==> config.mk <==
export PLATFORM = sky130hd
export DESIGN_NAME = dsi_hs_lane_rx_flat
export DESIGN_NICKNAME = d
export VERILOG_FILES = /design/src/rtl/dsi_hs_lane_rx_if.sv /design/src/rtl/dsi_hs_lane_rx.sv /design/src/flat_wrapper.sv
export SDC_FILE = /design/constraint.sdc
export NUM_CORES = 1
export LEC_CHECK = 0
export CAP_MARGIN = 20
export CORE_MARGIN = 5
export CORE_UTILIZATION = 56
export CTS_CLUSTER_SIZE = 24
export DETAILED_ROUTE_END_ITERATION = 7
export GPL_ROUTABILITY_DRIVEN = 1
export GPL_TIMING_DRIVEN = 0
export PLACE_DENSITY = 0.78
export SLEW_MARGIN = 10
export SYNTH_ARGS = -nofsm -noshare
export SYNTH_HDL_FRONTEND = slang
export SYNTH_SLANG_ARGS = --single-unit
==> constraint.sdc <==
create_clock -name clk_sys -period 1.9 [get_ports clk_sys]
set_input_delay 0.38 -clock clk_sys [delete_from_list [all_inputs] [get_ports clk_sys]]
set_output_delay 0.38 -clock clk_sys [all_outputs]
set_load 0.005 [all_outputs]
==> src/rtl/dsi_hs_lane_rx_if.sv <==
// Lane-side bundle between the deserializer/LP receiver and the HS lane receiver.
// Latency: none, wires only.
// Backpressure: none; payload is a plain valid-qualified stream.
interface dsi_hs_lane_rx_if;
  logic [7:0] ser_data;
  logic       hs_en;
  logic [7:0] out_data;
  logic       out_valid;
  logic       sot;
  logic       eot;
  logic       active;
  logic       sync_err;

  // Upstream side: supplies deserializer words and HS mode, sees the aligned stream.
  modport master (
    output ser_data, hs_en,
    input  out_data, out_valid, sot, eot, active, sync_err
  );

  // Receiver side.
  modport slave (
    input  ser_data, hs_en,
    output out_data, out_valid, sot, eot, active, sync_err
  );
endinterface

==> src/rtl/dsi_hs_lane_rx.sv <==
// HS lane receiver: finds the 8'h1D sync at any bit offset, emits aligned payload, drops the HS trail.
// Latency: first payload byte on out_data 3+TRAIL_DROP cycles after the word completing the sync.
// Backpressure: none; one byte per cycle while hs_en stays high, out_valid has no ready.
module dsi_hs_lane_rx #(
  parameter int SYNC_TIMEOUT = 8,
  parameter int TRAIL_DROP   = 1
) (
  input logic             clk_sys,
  input logic             rst_n,
  dsi_hs_lane_rx_if.slave lane
);

  localparam logic [7:0] SYNC_BYTE = 8'h1D;
  localparam int         DLW       = (TRAIL_DROP == 0) ? 1 : TRAIL_DROP;
  localparam logic [7:0] TMO_LAST  = 8'(SYNC_TIMEOUT - 1);
  localparam logic [2:0] FILL_FULL = 3'(TRAIL_DROP);

  typedef enum logic [1:0] {IDLE, WAIT_SYNC, ACTIVE, ERR} state_t;

  state_t      state, state_nxt;
  logic [7:0]  d0, d1;
  logic [15:0] win;
  logic        match;
  logic [2:0]  match_k;
  logic [2:0]  off;
  logic [7:0]  tmo_cnt;
  logic        timeout;
  logic        burst_end;
  logic        shift_en;
  logic        emit;
  logic [7:0]  aligned;
  logic [7:0]  emit_byte;
  logic [7:0]  dl [DLW];
  logic [2:0]  fill;
  logic        sot_done;

  logic [7:0]  out_data_r;
  logic        out_valid_r, sot_r, eot_r, active_r, sync_err_r;

  // Window bit 0 is the oldest received bit: d1 is the older word.
  assign win     = {d0, d1};
  assign aligned = win[off +: 8];

  // Sync search across all eight bit offsets; the descending loop leaves the lowest match.
  always_comb begin
    match   = 1'b0;
    match_k = 3'd0;
    for (int k = 7; k >= 0; k--) begin
      if (win[k +: 8] == SYNC_BYTE) begin
        match   = 1'b1;
        match_k = 3'(k);
      end
    end
  end

  // Next state; dropping hs_en overrides both a match and a timeout.
  always_comb begin
    state_nxt = state;
    timeout   = 1'b0;
    burst_end = 1'b0;
    case (state)
      IDLE: begin
        if (lane.hs_en) state_nxt = WAIT_SYNC;
      end
      WAIT_SYNC: begin
        if (!lane.hs_en) begin
          state_nxt = IDLE;
        end else if (match) begin
          state_nxt = ACTIVE;
        end else if (tmo_cnt == TMO_LAST) begin
          state_nxt = ERR;
          timeout   = 1'b1;
        end
      end
      ACTIVE: begin
        if (!lane.hs_en) begin
          state_nxt = IDLE;
          burst_end = 1'b1;
        end
      end
      ERR: begin
        if (!lane.hs_en) state_nxt = IDLE;
      end
      default: state_nxt = IDLE;
    endcase
  end

  // Emit a byte only once TRAIL_DROP newer bytes sit behind it in the delay line.
  always_comb begin
    shift_en  = (state == ACTIVE) && lane.hs_en;
    emit      = 1'b0;
    emit_byte = 8'h00;
    if (TRAIL_DROP == 0) begin
      emit      = shift_en;
      emit_byte = aligned;
    end else begin
      emit      = shift_en && (fill == FILL_FULL);
      emit_byte = dl[DLW-1];
    end
  end

  // State register.
  always_ff @(posedge clk_sys or negedge rst_n) begin
    if (!rst_n) state <= IDLE;
    else        state <= state_nxt;
  end

  // Input stage; leaving ACTIVE flushes the stale words so the next burst searches clean data.
  always_ff @(posedge clk_sys or negedge rst_n) begin
    if (!rst_n) begin
      d0 <= 8'h00;
      d1 <= 8'h00;
    end else if (burst_end) begin
      d0 <= 8'h00;
      d1 <= 8'h00;
    end else begin
      d0 <= lane.ser_data;
      d1 <= d0;
    end
  end

  // Sync timeout counter: starts at zero on entry to WAIT_SYNC, held at zero elsewhere.
  always_ff @(posedge clk_sys or negedge rst_n) begin
    if (!rst_n)                                              tmo_cnt <= 8'd0;
    else if (state == WAIT_SYNC && state_nxt == WAIT_SYNC)   tmo_cnt <= tmo_cnt + 8'd1;
    else                                                     tmo_cnt <= 8'd0;
  end

  // Latch the winning bit offset for the whole burst.
  always_ff @(posedge clk_sys or negedge rst_n) begin
    if (!rst_n)                                         off <= 3'd0;
    else if (state == WAIT_SYNC && state_nxt == ACTIVE) off <= match_k;
  end

  // Trail delay line; anything still held when the burst ends is simply forgotten.
  always_ff @(posedge clk_sys or negedge rst_n) begin
    if (!rst_n) begin
      for (int i = 0; i < DLW; i++) dl[i] <= 8'h00;
      fill <= 3'd0;
    end else if (shift_en) begin
      for (int i = DLW - 1; i > 0; i--) dl[i] <= dl[i-1];
      dl[0] <= aligned;
      if (fill != FILL_FULL) fill <= fill + 3'd1;
    end else begin
      fill <= 3'd0;
    end
  end

  // Registered outputs; sot marks only the first emitted byte of each burst.
  always_ff @(posedge clk_sys or negedge rst_n) begin
    if (!rst_n) begin
      out_data_r  <= 8'h00;
      out_valid_r <= 1'b0;
      sot_r       <= 1'b0;
      eot_r       <= 1'b0;
      active_r    <= 1'b0;
      sync_err_r  <= 1'b0;
      sot_done    <= 1'b0;
    end else begin
      if (emit) out_data_r <= emit_byte;
      out_valid_r <= emit;
      sot_r       <= emit && !sot_done;
      sot_done    <= shift_en && (sot_done || emit);
      eot_r       <= burst_end;
      active_r    <= (state_nxt != IDLE);
      sync_err_r  <= timeout;
    end
  end

  assign lane.out_data  = out_data_r;
  assign lane.out_valid = out_valid_r;
  assign lane.sot       = sot_r;
  assign lane.eot       = eot_r;
  assign lane.active    = active_r;
  assign lane.sync_err  = sync_err_r;

endmodule

==> src/flat_wrapper.sv <==
// flat-port wrapper written by rule: the top's interface ports become plain ports
module dsi_hs_lane_rx_flat 
#(
  parameter int SYNC_TIMEOUT = 8,
  parameter int TRAIL_DROP   = 1
)
  (clk_sys, rst_n, lane_ser_data, lane_hs_en, lane_out_data, lane_out_valid, lane_sot, lane_eot, lane_active, lane_sync_err);
  dsi_hs_lane_rx_if lane_i ();
  input logic clk_sys;
  input logic rst_n;
  input wire logic [$bits(lane_i.ser_data)-1:0] lane_ser_data;
  input wire logic [$bits(lane_i.hs_en)-1:0] lane_hs_en;
  output wire logic [$bits(lane_i.out_data)-1:0] lane_out_data;
  output wire logic [$bits(lane_i.out_valid)-1:0] lane_out_valid;
  output wire logic [$bits(lane_i.sot)-1:0] lane_sot;
  output wire logic [$bits(lane_i.eot)-1:0] lane_eot;
  output wire logic [$bits(lane_i.active)-1:0] lane_active;
  output wire logic [$bits(lane_i.sync_err)-1:0] lane_sync_err;
  assign lane_i.ser_data = lane_ser_data;
  assign lane_i.hs_en = lane_hs_en;
  assign lane_out_data = lane_i.out_data;
  assign lane_out_valid = lane_i.out_valid;
  assign lane_sot = lane_i.sot;
  assign lane_eot = lane_i.eot;
  assign lane_active = lane_i.active;
  assign lane_sync_err = lane_i.sync_err;
  dsi_hs_lane_rx #(.SYNC_TIMEOUT(SYNC_TIMEOUT), .TRAIL_DROP(TRAIL_DROP)) u_core (.clk_sys(clk_sys), .rst_n(rst_n), .lane(lane_i));
endmodule
* Yosys cells after proc, flatten, opt, wreduce, memory -nomap -nowiden
Cells that the tools add are included.
** Storage, ports and cells
- Flip-flop bits (word level) :: 54
- Bits in latches :: 0
- RAM bits :: 0
- ROM bits :: 0
- Bits of input ports :: 11
- Output and inout port bits :: 13
- Word-level logic and storage cells :: 78
- Memories kept :: 0
** Cells by class
- Add/subtract/negate cells :: 2
- $mul :: 0
- Div/mod/pow operators :: 0
- Order comparisons :: 0
- Eq/ne operators :: 17
- Shift operators :: 1
- Muxes and demuxes :: 33
- Bitwise gates (word level) :: 0
- Reduce and logical (&&, ||, !) cells :: 11
** Operators by type and width (number)
- $eq A8 B5 Y1 const B :: 8
- $mux W3 :: 10
- $mux W8 :: 3
- $shiftx A16 B4 Y8 :: 1
- $mux W1 :: 14
- $mux W2 :: 5
- $add A8 B1 Y8 const B :: 1
- $eq A8 B3 Y1 const B :: 1
- $eq A2 B2 Y1 const B :: 3
- $logic_and A1 B1 Y1 :: 6
- $pmux W2 S3 :: 1
- $eq A2 B1 Y1 const B :: 2
- $add A3 B1 Y3 const B :: 1
- $eq A3 B1 Y1 const B :: 1
- $ne A3 B1 Y1 const B :: 1
- $logic_not A2 Y1 :: 1
- $ne A2 B2 Y1 const B :: 1
- $reduce_bool A2 Y1 :: 1
- $reduce_or A2 Y1 :: 1
- $logic_not A1 Y1 :: 1
- $logic_or A1 B1 Y1 :: 1

* Longest topological paths before layout
Gate-level depths: netlist of the first run.
- Word-level depth :: 15
- Depth in mapped cells :: 7
- Gate-level depth less buffers :: 5

* Worst setup path after synthesis of the first run
Ideal clock, no wire load.
- Path kind :: flip-flop to flip-flop
- From :: register u_core.d0[1]
- To :: register u_core.off[0]
- Setup time :: 0.125 ns
- Arrival time :: 1.538 ns
- Required time :: 1.775 ns
- Path slack :: 0.237 ns
- Stages on the path, launching flop included :: 6
- Buffers on the path :: 0
- Period minus slack after synthesis :: 1.663 ns
- Cell sequence :: dfrtp_1 -> nand2b_1 -> nor4b_2 -> a31oi_2 -> a21oi_2 -> mux2_4
** On the way
- Word-level cells in the longest chain between the ends :: 14
- Elaborated cells between the ends (all ways) :: 27
- Those cells by class :: eq/ne: 7; mux: 19; reduce/logical: 1
** RTL lines
- from (decl) :: RTL line dsi_hs_lane_rx.sv:21 : logic [7:0] d0, d1;
- from (signal assigned) :: RTL line dsi_hs_lane_rx.sv:117 : d0 <= lane.ser_data;
- $eq A8 B5 Y1 :: RTL line dsi_hs_lane_rx.sv:49 : if (win[k +: 8] == SYNC_BYTE) begin
- $mux W1 (8 in series) :: RTL line dsi_hs_lane_rx.sv:49
- $mux W2 :: RTL line dsi_hs_lane_rx.sv:68 : end else if (match) begin
- $mux W2 :: RTL line dsi_hs_lane_rx.sv:66 : if (!lane.hs_en) begin
- $pmux W2 S3 :: RTL line dsi_hs_lane_rx.sv:61 : case (state)
- $eq A2 B2 Y1 :: RTL line dsi_hs_lane_rx.sv:132 : else if (state == WAIT_SYNC && state_nxt == ACTIVE) off <= match_k;
- $logic_and A1 B1 Y1 :: RTL line dsi_hs_lane_rx.sv:132
- to (signal assigned) :: RTL line dsi_hs_lane_rx.sv:132
- to (decl) :: RTL line dsi_hs_lane_rx.sv:25 : logic [2:0] off;
Several ways; a longest one is shown, not always the timed one.
A chain may end at the register's enable or synchronous reset.

* Worst setup path after layout of the first run
- From :: register u_core.d1[5]
- To :: register u_core.off[0]
** On the way
- Word-level cells in the longest chain between the ends :: 12
- Elaborated cells between the ends (all ways) :: 23
- Those cells by class :: eq/ne: 7; mux: 15; reduce/logical: 1
** RTL lines
- from (decl) :: RTL line dsi_hs_lane_rx.sv:21
- from (signal assigned) :: RTL line dsi_hs_lane_rx.sv:112 : d1 <= 8'h00;
- from (signal assigned) :: RTL line dsi_hs_lane_rx.sv:115 : d1 <= 8'h00;
- from (signal assigned) :: RTL line dsi_hs_lane_rx.sv:118 : d1 <= d0;
- $eq A8 B5 Y1 :: RTL line dsi_hs_lane_rx.sv:49
- $mux W1 (6 in series) :: RTL line dsi_hs_lane_rx.sv:49
- $mux W2 :: RTL line dsi_hs_lane_rx.sv:68
- $mux W2 :: RTL line dsi_hs_lane_rx.sv:66
- $pmux W2 S3 :: RTL line dsi_hs_lane_rx.sv:61
- $eq A2 B2 Y1 :: RTL line dsi_hs_lane_rx.sv:132
- $logic_and A1 B1 Y1 :: RTL line dsi_hs_lane_rx.sv:132
Several ways; a longest one is shown, not always the timed one.

==> results of run 1 <==
how the worst min path moves through the flow:
stage / from / endpoint / slack, ns / cells past startpoint
after floorplan: rst_n / u_core.d0[0]$_DFF_PN0_ / 0.08 / 0
after global placement: u_core.sot_done$_DFF_PN0_ / u_core.lane.sot$_DFF_PN0_ / 0.42 / 1
after detailed placement: rst_n / u_core.fill[2]$_DFFE_PN0N_ / 0.39 / 1
after CTS: rst_n / u_core.fill[2]$_DFFE_PN0N_ / 0.04 / 1
after global routing: rst_n / u_core.fill[2]$_DFFE_PN0N_ / 0.07 / 1
final: rst_n / u_core.fill[2]$_DFFE_PN0N_ / 0.03 / 1
cell families after synthesis:
| family | Yosys count | share of synthesized area (%) |
|---|---|---|
| and+or+nand+nor | 83 | 19.1 |
| AOI/OAI and AO/OA | 30 | 7.45 |
| DFF | 54 | 52.2 |
| buffers and inverters | 17 | 2.76 |
| xor gates and xnor gates | 7 | 2.37 |
| adders and majority gates | 3 | 1.45 |
| muxes | 31 | 14.7 |
layer usage:
layer / vias up / part of all wire, % / global-route usage (%)
met4: 0 / 2.2 / 5.57
met1: 839 / 47 / 20.7
li1: 860 / - / -
met3: 8 / 4.6 / 4.28
met5: - / 0 / 0
met2: 39 / 46 / 25.6
cell usage after synthesis (3+ instances only):
| master | number |
|---|---|
| nand2_1 | 16 |
| mux4_2 | 4 |
| mux2_2 | 11 |
| mux2i_1 | 15 |
| xor2_1 | 5 |
| nor4bb_1 | 3 |
| clkbuf_1 | 7 |
| nand2b_1 | 3 |
| nor3_1 | 3 |
| nand3_1 | 6 |
| o21ai_0 | 9 |
| nor2b_1 | 16 |
| ha_1 | 3 |
| dfrtp_1 | 54 |
| o21ai_1 | 4 |
| a21oi_1 | 7 |
| inv_1 | 8 |
| nor2_1 | 18 |
through the flow:
stage,hold slack (ns),TNS (ns)
6_report,0.0333,0
5_1_grt,0.0657,0
4_1_cts,0.0425,0
3_5_place_dp,0.394,-1.85
3_3_place_gp,0.418,-61.71
2_1_floorplan,0.0844,0
repair_timing:
item,in CTS,in global routing
gates resized for setup,0,6
buffers inserted,0,4
endpoints found under the setup margin,0,1
state kept, by name, indices dropped and copies added, names as in the netlist:
register               flops
u_core.tmo_cnt             8
u_core.fill                3
u_core.lane.sot            1
u_core.lane.active         1
u_core.d1                  8
u_core.off                 3
u_core.state               2
u_core.dl                  8
u_core.d0                  8
u_core.lane.eot            1
u_core.lane.out_valid      1
u_core.lane.out_data       8
u_core.lane.sync_err       1
u_core.sot_done            1
where the power goes:
part	internal [mW]	leakage [nW]	switching [mW]	total, mW
registers	1.20	0.708	0.0484	1.24
logic	0.178	0.560	0.160	0.338
clock network	0.399	0.0587	0.377	0.777
total	1.77	1.33	0.585	2.36
final cells by class:
type / instances / share of cell area (%)
Sequential cell: 54 / 44.0
Multi-Input combinational cell: 154 / 38.9
Timing Repair Buffer: 28 / 8.95
Clock buffer: 5 / 2.24
Tap cell: 52 / 2.11
Clock inverter: 3 / 1.55
Buffer: 9 / 1.34
Inverter: 8 / 0.976
critical path, delay by kind of cell, from the launching register on:
kind	cells	cell delay (ns)
flip-flops	1	0.49
multiplexers	1	0.31
AND/OR/NAND/NOR	2	0.57
AO/OA/AOI/OAI	2	0.34
==> results by group, run 1 <==
Global route
  • Grt ovf: 0
  • Largest net degree at the start of global routing: 32
  • First-pass GRT wire length: 7.78 mm
  • Total track usage: 15.9%
  • Initial antenna violation count: 0
  • Vias in the first global route: 1,686

Clocking
  • Clock transition at the registers of the reported paths: 0.10 ns
  • Clock sinks: 54
  • TritonCTS buffer count: 5
  • CTS HTree Levels: 2
  • CTS tree: built
  • Root Buffer: clkbuf_8
  • Skew-Pair Late Insertion Delay: 0.31 ns
  • Hold Buf Count CTS: 0
  • Clock Tree Buf Depth: 2

Worst setup path
  • FF-to-FF setup slack: 0.09 ns
  • Crit Reg-Reg Endpoint: u_core.off[0]$_DFFE_PN0P_
  • R2R depth: 5
  • Reg2reg start: u_core.d1[5]$_DFF_PN0_
  • Worst setup startpoint: u_core.d1[5]$_DFF_PN0_
  • Kind of critical path: register to register
  • CP required: 2.11 ns
  • Worst-path cell chain: nor4bb_1 -> o211ai_1 -> and3_4 -> a21oi_2 -> mux2_4
  • Crit path largest cell delay: 0.49 ns
  • Worst Setup Start Kind: register
  • Worst setup path end: u_core.off[0]$_DFFE_PN0P_
  • Setup crit end kind: register
  • Slowest cell on crit path: dfrtp_1
  • Critical path arrival: 2.02 ns
  • Crit Path Max Fanout: 9

Timing
  • RSZ-0062 raised after global routing: no
  • Achievable frequency: 553 MHz
  • Setup Viol. Count Final: 0
  • Period Utilization, post-route: 95.1%
  • Clock skew: 0.0107 ns
  • Hold Fails Final Rpt: 0
  • Tmin final: 1.81 ns
  • Final setup margin: 0.0925 ns
  • Slew of the pin with the lowest slew margin: 0.537 ns
  • Slew HR: 64.2%
  • Max Slew Vio Count: 0

Layout
  • Register Area: 1350 sq um
  • Ratio of cells with drive above 1 in the final layout: 17.2%
  • Most frequent cells in the layout: dfrtp_1, clkdlybuf4s50_1, nor2_1
  • Most common cell after layout, fill and taps aside: dfrtp_1
  • Finished Core Util: 69.7%
  • Fin area: 3080 sq um
  • Post-Layout Cell Count: 313
  • Fill cells: 350
  • Nets@finish: 274
  • Multi-input logic area: 1200 sq um
  • Area growth syn-to-layout: 18.9%
  • Diode count: 0

Power and ir drop
  • Tot Pwr: 2.36 mW
  • PwrDens: 766 nW/um^2
  • Leakage: 1.33 nW
  • Peak supply drop: 0.590 mV

Synthesis
  • Synth Cell Area: 2590 sq um
  • Number of enable flip-flop cells after synthesis: 0
  • Post-synthesis sequential area ratio: 52.2%
  • Synth Instances: 225
  • Post-synth ARST share: 100%
  • Synthesized net count: 239
  • Post-synth top area cell: dfrtp_1
  • Synth unique cells: 46
  • Area share of the largest cell type after synthesis: 52.2%
  • Top cells by area, synth: dfrtp_1, mux2i_1, mux2_2, nor2b_1, mux4_2
  • Syn avg cell area: 11.5 sq um
  • Post-synth top flop: dfrtp_1
  • Yosys reg bits: 54
  • Synth warn: 0

Routing
  • Avg Vias per Cell: 5.58
  • DRT iter0 DRCs: 39
  • Final ANT Viol Nets: 0
  • Routed len/inst: 13.8 um
  • DRC viols: 0
  • Vias: 1,746
  • Final WL: 4.31 mm
  • Drt pass-1 iters: 4

Placement
  • Post-DP HPWL: 3.19 mm
  • Dpl cells: 301
  • Routability congestion estimate: 0.881
  • IO buf count: 23
  • Cell Area, Placed: 2900 sq um
  • Placement Setup Slack: -0.152 ns

Floorplanning
  • Starting Density: 58.6%
  • CORE AREA: 4410 sq um
  • Die X: 78.0 um
  • Number of placement rows: 24
  • DIE AREA: 6080 sq um
  • Die Height: 78.0 um
  • Ports: 24

Min path
  • Tightest Hold Check Type: input port to async pin

Status
  • Status: complete, no violations

Run
  • Max-Cap Viols: 0
Power figures use the tool's default switching activity.
==> inputs of run 2 (changes only) <==
--- a/config.mk
+++ b/config.mk
@@ -10,9 +10,10 @@
 export CORE_UTILIZATION = 56
 export CTS_CLUSTER_SIZE = 24
 export DETAILED_ROUTE_END_ITERATION = 7
+export DONT_BUFFER_PORTS = 1
 export GPL_ROUTABILITY_DRIVEN = 1
 export GPL_TIMING_DRIVEN = 0
-export PLACE_DENSITY = 0.78
+export PLACE_DENSITY = 0.71
 export SLEW_MARGIN = 10
 export SYNTH_ARGS = -nofsm -noshare
 export SYNTH_HDL_FRONTEND = slang
==> results by group, run 2 (synthesis results as in run 1) <==
Routing
  • Routed len/inst: 16.0 um (+16%)
  • Drt pass-1 iters: 4 (unchanged)
  • Final ANT Viol Nets: 0 (unchanged)
  • DRT iter0 DRCs: 83 (+110%)
  • Final WL: 4.60 mm (+6.7%)
  • DRC viols: 0 (unchanged)
  • Avg Vias per Cell: 5.85 (+4.8%)
  • Vias: 1,684 (-3.6%)

Floorplanning
  • Number of placement rows: 24 (unchanged)
  • Die X: 78.0 um (unchanged)
  • Starting Density: 58.6% (unchanged)
  • DIE AREA: 6080 sq um (unchanged)
  • Ports: 24 (unchanged)
  • CORE AREA: 4410 sq um (unchanged)
  • Die Height: 78.0 um (unchanged)

Layout
  • Fill cells: 363 (+3.7%)
  • Diode count: 0 (unchanged)
  • Finished Core Util: 64.6% (-5.1 points)
  • Area growth syn-to-layout: 10.3%
  • Multi-input logic area: 1210 sq um (+0.94%)
  • Most common cell after layout, fill and taps aside: dfrtp_1
  • Most frequent cells in the layout: dfrtp_1, nor2_1, nor2b_1, nand2_1, mux2i_1
  • Post-Layout Cell Count: 288 (-8.0%)
  • Ratio of cells with drive above 1 in the final layout: 18.2% (+0.98 points)
  • Nets@finish: 249 (-9.1%)
  • Register Area: 1360 sq um (+0.18%)

Run
  • Max-Cap Viols: 0 (unchanged)

Timing
  • Tmin final: 1.85 ns (+0.0385 ns)
  • Period Utilization, post-route: 97.2% (+2.0 points)
  • Slew HR: 64.5% (+0.25 points)
  • Achievable frequency: 542 MHz (-2.1%)
  • Min Hold Slack: 0.170 ns (+0.137 ns)
  • Max Slew Vio Count: 0 (unchanged)
  • Slew of the pin with the lowest slew margin: 0.531 ns (-0.00567 ns)
  • Hold Fails Final Rpt: 0 (unchanged)
  • Clock skew: 0.00583 ns (-0.00483 ns)
  • Setup Viol. Count Final: 0 (unchanged)

Power and ir drop
  • Peak supply drop: 0.437 mV (-26%)
  • PwrDens: 810 nW/um^2 (+5.7%)
  • Leakage: 1.23 nW (-7.0%)

Clocking
  • Clock Tree Buf Depth: 2 (unchanged)
  • Clock transition at the registers of the reported paths: 0.09 ns (about the same)
  • CTS tree: built
  • CTS HTree Levels: 2 (unchanged)
  • Root Buffer: clkbuf_8
  • Clock sinks: 54 (unchanged)
  • TritonCTS buffer count: 5 (unchanged)
  • Skew-Pair Late Insertion Delay: 0.30 ns (about the same)

Global route
  • Met1 GRT Util: 20.9% (+0.21 points)
  • Largest net degree at the start of global routing: 55 (+72%)
  • Most Crowded Layer GR: met2
  • Grt ovf: 0 (unchanged)
  • Total track usage: 16.4% (+0.54 points)
  • Initial antenna violation count: 0 (unchanged)
  • Met3 usage: 3.24% (-1.0 points)
  • Met2 Use GR: 28.5% (+2.8 points)
  • First-pass GRT wire length: 8.25 mm (+6.0%)
  • Vias in the first global route: 1,773 (+5.2%)

Placement
  • Dpl cells: 277 (-8.0%)
  • IO buf count: 0 (-100%)
  • Routability congestion estimate: 0.859 (-2.5%)
  • Post-DP HPWL: 3.33 mm (+4.4%)

Worst setup path
  • Worst Setup Start Kind: register
  • Crit path largest cell delay: 0.47 ns (-0.02 ns)
  • Slowest cell on crit path: dfrtp_2
  • CP required: 2.09 ns (-0.02 ns)
  • Worst-path cell chain: nand2b_1 -> nor4b_4 -> a31oi_4 -> a21oi_4 -> mux2_4
  • Crit Path Max Fanout: 7 (-2)
  • Setup crit end kind: register
  • Kind of critical path: register to register
  • Critical path arrival: 2.04 ns (+0.02 ns)

Status
  • Status: complete, no violations

Min path
  • Tightest Hold Check Type: input port to register
[run 2: area by class of cell]
cell class,count,area share [%]
Inverter,8,1.05
Clock buffer,5,2.41
Buffer,9,1.45
Clock inverter,3,1.40
Timing Repair Buffer,3,1.58
Sequential cell,54,47.5
Multi-Input combinational cell,154,42.3
Tap cell,52,2.28
[run 2: worst paths after layout]
path / start / end / slack [ns] / cells past startpoint
setup / recovery: u_core.d0[1]$_DFF_PN0_ / u_core.off[0]$_DFFE_PN0P_ / 0.05 / 5
hold / removal: lane_hs_en / u_core.lane.active$_DFF_PN0_ / 0.17 / 1
setup reg to reg: u_core.d0[1]$_DFF_PN0_ / u_core.off[0]$_DFFE_PN0P_ / 0.05 / 5
hold reg to reg: u_core.sot_done$_DFF_PN0_ / u_core.lane.sot$_DFF_PN0_ / 0.46 / 1
max in group asynchronous: rst_n / u_core.d0[1]$_DFF_PN0_ / 1.03 / 2
min in group asynchronous: rst_n / u_core.dl[3]$_DFFE_PN0P_ / 0.62 / 2
[run 2: through the flow]
stage	setup WS [ns]	power, mW	area [sq um]	TNS, ns
floorplan	0.237	1.49	2590	0
global placement	0.0557	1.54	2650	0
detailed placement	0.0107	1.55	2650	0
CTS	0.0474	2.33	2830	0
global route	-0.00132	2.43	2850	-0.00132
finish	0.0541	2.31	2850	0
[run 2: metal layers]
layer | up-vias | share of wire, %
met2 | 38 | 50
met5 | - | 0
li1 | 812 | -
met3 | 7 | 4.0
met4 | 0 | 0.91
met1 | 827 | 45
[run 2: worst max-delay path, delay by kind of cell, from the launching register on]
| kind | cells | cell delay (ns) |
|---|---|---|
| flip-flops | 1 | 0.47 |
| AO/OA/AOI/OAI | 2 | 0.39 |
| AND/OR/NAND/NOR | 2 | 0.58 |
| multiplexers | 1 | 0.31 |
[run 2: power breakdown]
group          leakage [nW]  total (mW)  switching [mW]  internal [mW]
combinational         0.470       0.320           0.160          0.161
sequential            0.706        1.25          0.0498           1.20
clock                0.0579       0.745           0.357          0.388
total                  1.23        2.31           0.566           1.74
[run 2: what timing repair did]
item	in CTS	in global routing
gates cloned	0	0
hold buffers	2	0
pin swaps	2	3
endpoints found under the setup margin	1	2
gates resized for setup	3	6
buffers inserted	1	0
endpoints found under the hold margin	54	0
==> inputs of run 3 (changes only) <==
--- a/config.mk
+++ b/config.mk
@@ -12,7 +12,6 @@
 export DETAILED_ROUTE_END_ITERATION = 7
 export DONT_BUFFER_PORTS = 1
 export GPL_ROUTABILITY_DRIVEN = 1
-export GPL_TIMING_DRIVEN = 0
 export PLACE_DENSITY = 0.71
 export SLEW_MARGIN = 10
 export SYNTH_ARGS = -nofsm -noshare
==> results by group, run 3 (synthesis results as in run 1) <==
Power and ir drop
  • Proportion of power drawn by combinational gates: 14.3% (+0.4 points)
  • Psw: 602 uW (+6.4%)
  • Peak supply drop: 0.479 mV (+9.7%)
  • PwrDens: 800 nW/um^2 (-1.2%)
  • Share of power burned in registers: 55.8% (+1.9 points)
  • Internal: 1.63 mW (-6.8%)
  • Switching part of the total: 27.0% (+2.5 points)
  • Clk pwr share: 30.0% (-2.2 points)
  • Leakage: 1.22 nW (-1.1%)

Clocking
  • Root Buffer: clkbuf_8
  • Clock sinks: 54 (unchanged)
  • TritonCTS buffer count: 5 (unchanged)
  • # Post-CTS Setup Buffers: 0 (-1)
  • Clock transition at the registers of the reported paths: 0.11 ns (+0.02 ns)
  • CTS HTree Levels: 2 (unchanged)
  • Clock Tree Buf Depth: 2 (unchanged)
  • CTS tree: built
  • Skew-Pair Late Insertion Delay: 0.31 ns (about the same)
  • Post-cts resize count: 0 (-3)
  • Hold Buf Count CTS: 2 (unchanged)

Placement
  • Post-DP HPWL: 3.43 mm (+3.0%)
  • IO buf count: 0 (unchanged)
  • Routability congestion estimate: 0.876 (+2.0%)
  • Dpl cells: 273 (-1.4%)

Floorplanning
  • Die Height: 78.0 um (unchanged)
  • DIE AREA: 6080 sq um (unchanged)
  • Starting Density: 58.6% (unchanged)
  • Ports: 24 (unchanged)
  • CORE AREA: 4410 sq um (unchanged)
  • Number of placement rows: 24 (unchanged)
  • Die X: 78.0 um (unchanged)

Worst setup path
  • CP required: 2.11 ns (+0.02 ns)
  • Setup crit end kind: register
  • Critical path arrival: 2.03 ns (about the same)
  • Kind of critical path: register to register
  • Worst Setup Start Kind: register
  • Crit Path Max Fanout: 7 (unchanged)
  • FF-to-FF setup slack: 0.08 ns (+0.03 ns)

Routing
  • Avg Vias per Cell: 5.89 (+0.80%)
  • Met3 wire length: 242 um (+32%)
  • DRC viols: 0 (unchanged)
  • Final ANT Viol Nets: 0 (unchanged)
  • Top layer in use: met4
  • Routed len/inst: 16.7 um (+4.9%)
  • Drt pass-1 iters: 4 (unchanged)
  • M1 WL: 2.10 mm (+2.4%)
  • Wire length on met2: 2.31 mm (about the same)
  • Vias: 1,668 (-0.95%)
  • Final WL: 4.74 mm (+3.1%)
  • DRT iter0 DRCs: 70 (-16%)

Timing
  • Period Utilization, post-route: 95.5% (-1.6 points)
  • Min Hold Slack: 0.0811 ns (-0.0891 ns)
  • Hold Fails Final Rpt: 0 (unchanged)
  • Clock skew: 0.0120 ns (+0.00618 ns)
  • Slew of the pin with the lowest slew margin: 0.484 ns (-0.0473 ns)
  • Setup TNS: 0 ns (unchanged)
  • Achievable frequency: 551 MHz (+1.7%)
  • Slew HR: 67.7% (+3.3 points)
  • RSZ-0062 raised after global routing: no
  • Max Slew Vio Count: 0 (unchanged)
  • Tmin final: 1.82 ns (-0.0309 ns)
  • Setup Viol. Count Final: 0 (unchanged)

Layout
  • Ratio of cells with drive above 1 in the final layout: 16.9% (-1.3 points)
  • Diode count: 0 (unchanged)
  • Fill cells: 375 (+3.3%)
  • Most frequent cells in the layout: dfrtp_1, nor2_1, nor2b_1, nand2_1, mux2i_1
  • Area growth syn-to-layout: 7.59%
  • Nets@finish: 244 (-2.0%)
  • Post-Layout Cell Count: 283 (-1.7%)
  • Most common cell after layout, fill and taps aside: dfrtp_1

Global route
  • First-pass GRT wire length: 8.14 mm (-1.3%)
  • Initial antenna violation count: 0 (unchanged)
  • Total track usage: 16.9% (+0.46 points)
  • Vias in the first global route: 1,696 (-4.3%)
  • Largest net degree at the start of global routing: 55 (unchanged)
  • Grt ovf: 0 (unchanged)

Min path
  • Tightest Hold Check Type: input port to register

Status
  • Status: complete, no violations

Run
  • Max-Cap Viols: 0 (unchanged)
-- run 3: cell count changes in the layout (fill, tap and decap cells not counted), sizes merged --
| cell | previous run | this run |
|---|---|---|
| inv | 8 | 10 |
| clkinv | 2 | 1 |
| clkbuf | 12 | 5 |
| buf | 4 | 6 |
| bufinv | 1 | 0 |
-- run 3: power groups by stage --
stage	logic, mW	registers (mW)	clock network [mW]
after floorplan	0.245	1.25	0
after global placement	0.287	1.26	0
after detailed placement	0.287	1.26	0
after CTS	0.320	1.24	0.697
after global routing	0.350	1.25	0.759
final	0.318	1.24	0.668
-- run 3: metrics by stage --
stage / worst slack, ns / utilization [%] / power [mW] / area, sq um
after floorplan: 0.237 / - / 1.49 / 2590
after global placement: 0.132 / 60.0 / 1.55 / 2650
after detailed placement: 0.129 / 60.0 / 1.55 / 2650
after CTS: 0.114 / 63.1 / 2.26 / 2780
after global routing: 0.0261 / 63.1 / 2.36 / 2780
final: 0.0849 / 63.1 / 2.23 / 2780
-- run 3: critical path, stage by stage, from the launching register on --
cell and delay, ns:
dfrtp_1 0.48, nand2b_1 0.22, nor4b_2 0.36, a31oi_2 0.16
a21oi_2 0.19, mux2_4 0.31
-- run 3: area by class of cell --
cell class | instances | area (sq um) | area share [%]
Sequential cell | 54 | 1350 | 48.5
Timing Repair Buffer | 7 | 75.1 | 2.70
Multi-Input combinational cell | 154 | 1160 | 41.8
Tap cell | 52 | 65.1 | 2.34
Clock buffer | 5 | 68.8 | 2.47
Clock inverter | 3 | 28.8 | 1.03
Inverter | 8 | 30.0 | 1.08
-- run 3: worst paths after layout --
path                                                start                           end  cells past startpoint
worst max-delay path               u_core.d0[1]$_DFF_PN0_     u_core.off[0]$_DFFE_PN0P_                      5
worst min-delay path                           lane_hs_en  u_core.lane.active$_DFF_PN0_                      0
worst max register to register     u_core.d0[1]$_DFF_PN0_     u_core.off[0]$_DFFE_PN0P_                      5
worst min register to register  u_core.sot_done$_DFF_PN0_     u_core.lane.sot$_DFF_PN0_                      1
max in group asynchronous                           rst_n        u_core.d1[2]$_DFF_PN0_                      2
min in group asynchronous                           rst_n    u_core.fill[2]$_DFFE_PN0N_                      2
-- run 3: layer usage --
metal,up-vias,GRT usage [%]
met5,-,0
met4,0,6.25
met3,7,4.98
met2,43,27.7
met1,821,21.1
li1,797,-
==> RTL change, RTL diff (config.mk and constraints of run 2) <==
Encoding of `state_t`: now Gray code (2 bits for 4 states).
--- a/src/rtl/dsi_hs_lane_rx.sv
+++ b/src/rtl/dsi_hs_lane_rx.sv
@@ -17,3 +17,3 @@
 
-  typedef enum logic [1:0] {IDLE, WAIT_SYNC, ACTIVE, ERR} state_t;
+  typedef enum logic [1:0] {IDLE = 2'b00, WAIT_SYNC = 2'b01, ACTIVE = 2'b11, ERR = 2'b10} state_t;
 
Formal check against the unedited RTL: same outputs for any inputs over 10 cycles, from zero or initial values and one cycle with rst_n low; not proved beyond that.
==> RTL change against run 2 <==
Wire length up 0.91%. Design area down 2.6%. Worst setup slack worse by 25 ps. Synthesized area down 2.0%. Sequential cell count unchanged. Total power down 12%. Critical path type unchanged. Largest cell class unchanged. Largest power group unchanged.
==> RTL change: results <==
set metrics [dict create \
    dp_hpwl_mm 3.31 \
    ctsResizeCount 8 \
    cp_max_fo 8 \
    yosysUniqueCellTypes 36 \
    ys_top_cells_by_area "dfrtp_1 53%, mux4_2 7.1%, mux2i_1 5.5%" \
    drt_wl_total_mm 4.64 \
    peakVddDrop_mv 0.580 \
    startpoint "u_core.d1[7]$_DFF_PN0_" \
    post_cts_buffers 0 \
    port_buffers 0 \
    num-nets-final 227 \
    regToRegSetupSlack_ps 30 \
    reg2reg_depth 4 \
    fill_cells 349 \
    pwr-share-comb 0.083 \
    power_leakage_nw 1.19 \
    synth_seq_area_share 0.533 \
    synth_common_cells "54 x dfrtp_1, 16 x and2_1, 14 x mux2i_1" \
    cp_slowest_cell "dfrtp_1" \
    grt_pass1_wl_mm 7.92 \
    netlist_instances 204 \
    slew-limit-headroom 0.614 \
    fin_crit_sh 0.985 \
    fin_skew_ps 3.02 \
    p_int_w 0.00157 \
    place_ws_ps -122 \
    grt_pass1_vias 1704 \
    vias 1621 \
    status "completed" \
    crit_arrival_ps 2060 \
    critPathTopFamily "compound AO/OA/AOI/OAI gates" \
    track_usage 0.163 \
    placed_cell_area_sq_mm 0.00260 \
    fin_cells 266 \
    sw_frac_of_total 0.227 \
    min_to "u_core.lane.active$_DFF_PN0_" \
    cts_max_level 2 \
    holdWs_ps 170 \
    async_flop_share 1.00 \
    syn_nets 218 \
    drt_iter0_drc 73 \
    gp_congestion 0.974 \
    drive_gt1_frac 0.196 \
    dpl.cell_count 256 \
]
RTL change: layout make-up:
class                   count  area, sq um  share of cell area
clock inverters             1         5.00             0.00180
flip-flops and latches     54         1350               0.487
inverters                   5         18.8             0.00676
well taps                  52         65.1              0.0234
plain buffers              11         51.3              0.0185
repair buffers              2         37.5              0.0135
multi-input cells         134         1160               0.418
clock buffers               7         86.3              0.0311
RTL change: metal layers:
| layer | up-vias | share of wire | track usage |
|---|---|---|---|
| met4 | 0 | 0.025 | 0.0739 |
| met2 | 41 | 0.51 | 0.268 |
| met3 | 14 | 0.037 | 0.0375 |
| li1 | 751 | - | - |
| met1 | 815 | 0.42 | 0.205 |
| met5 | - | 0 | 0 |
RTL change: kinds of logic (layout without fill, tap and decap cells):
group	after synthesis	in the layout	share of synthesized area
xor+xnor	7	7	0.0242
flops	54	54	0.533
compound gates	23	23	0.0577
buf+inv	16	26	0.0276
fa+ha+maj	3	3	0.0148
mux	32	32	0.171
simple gates	69	69	0.172
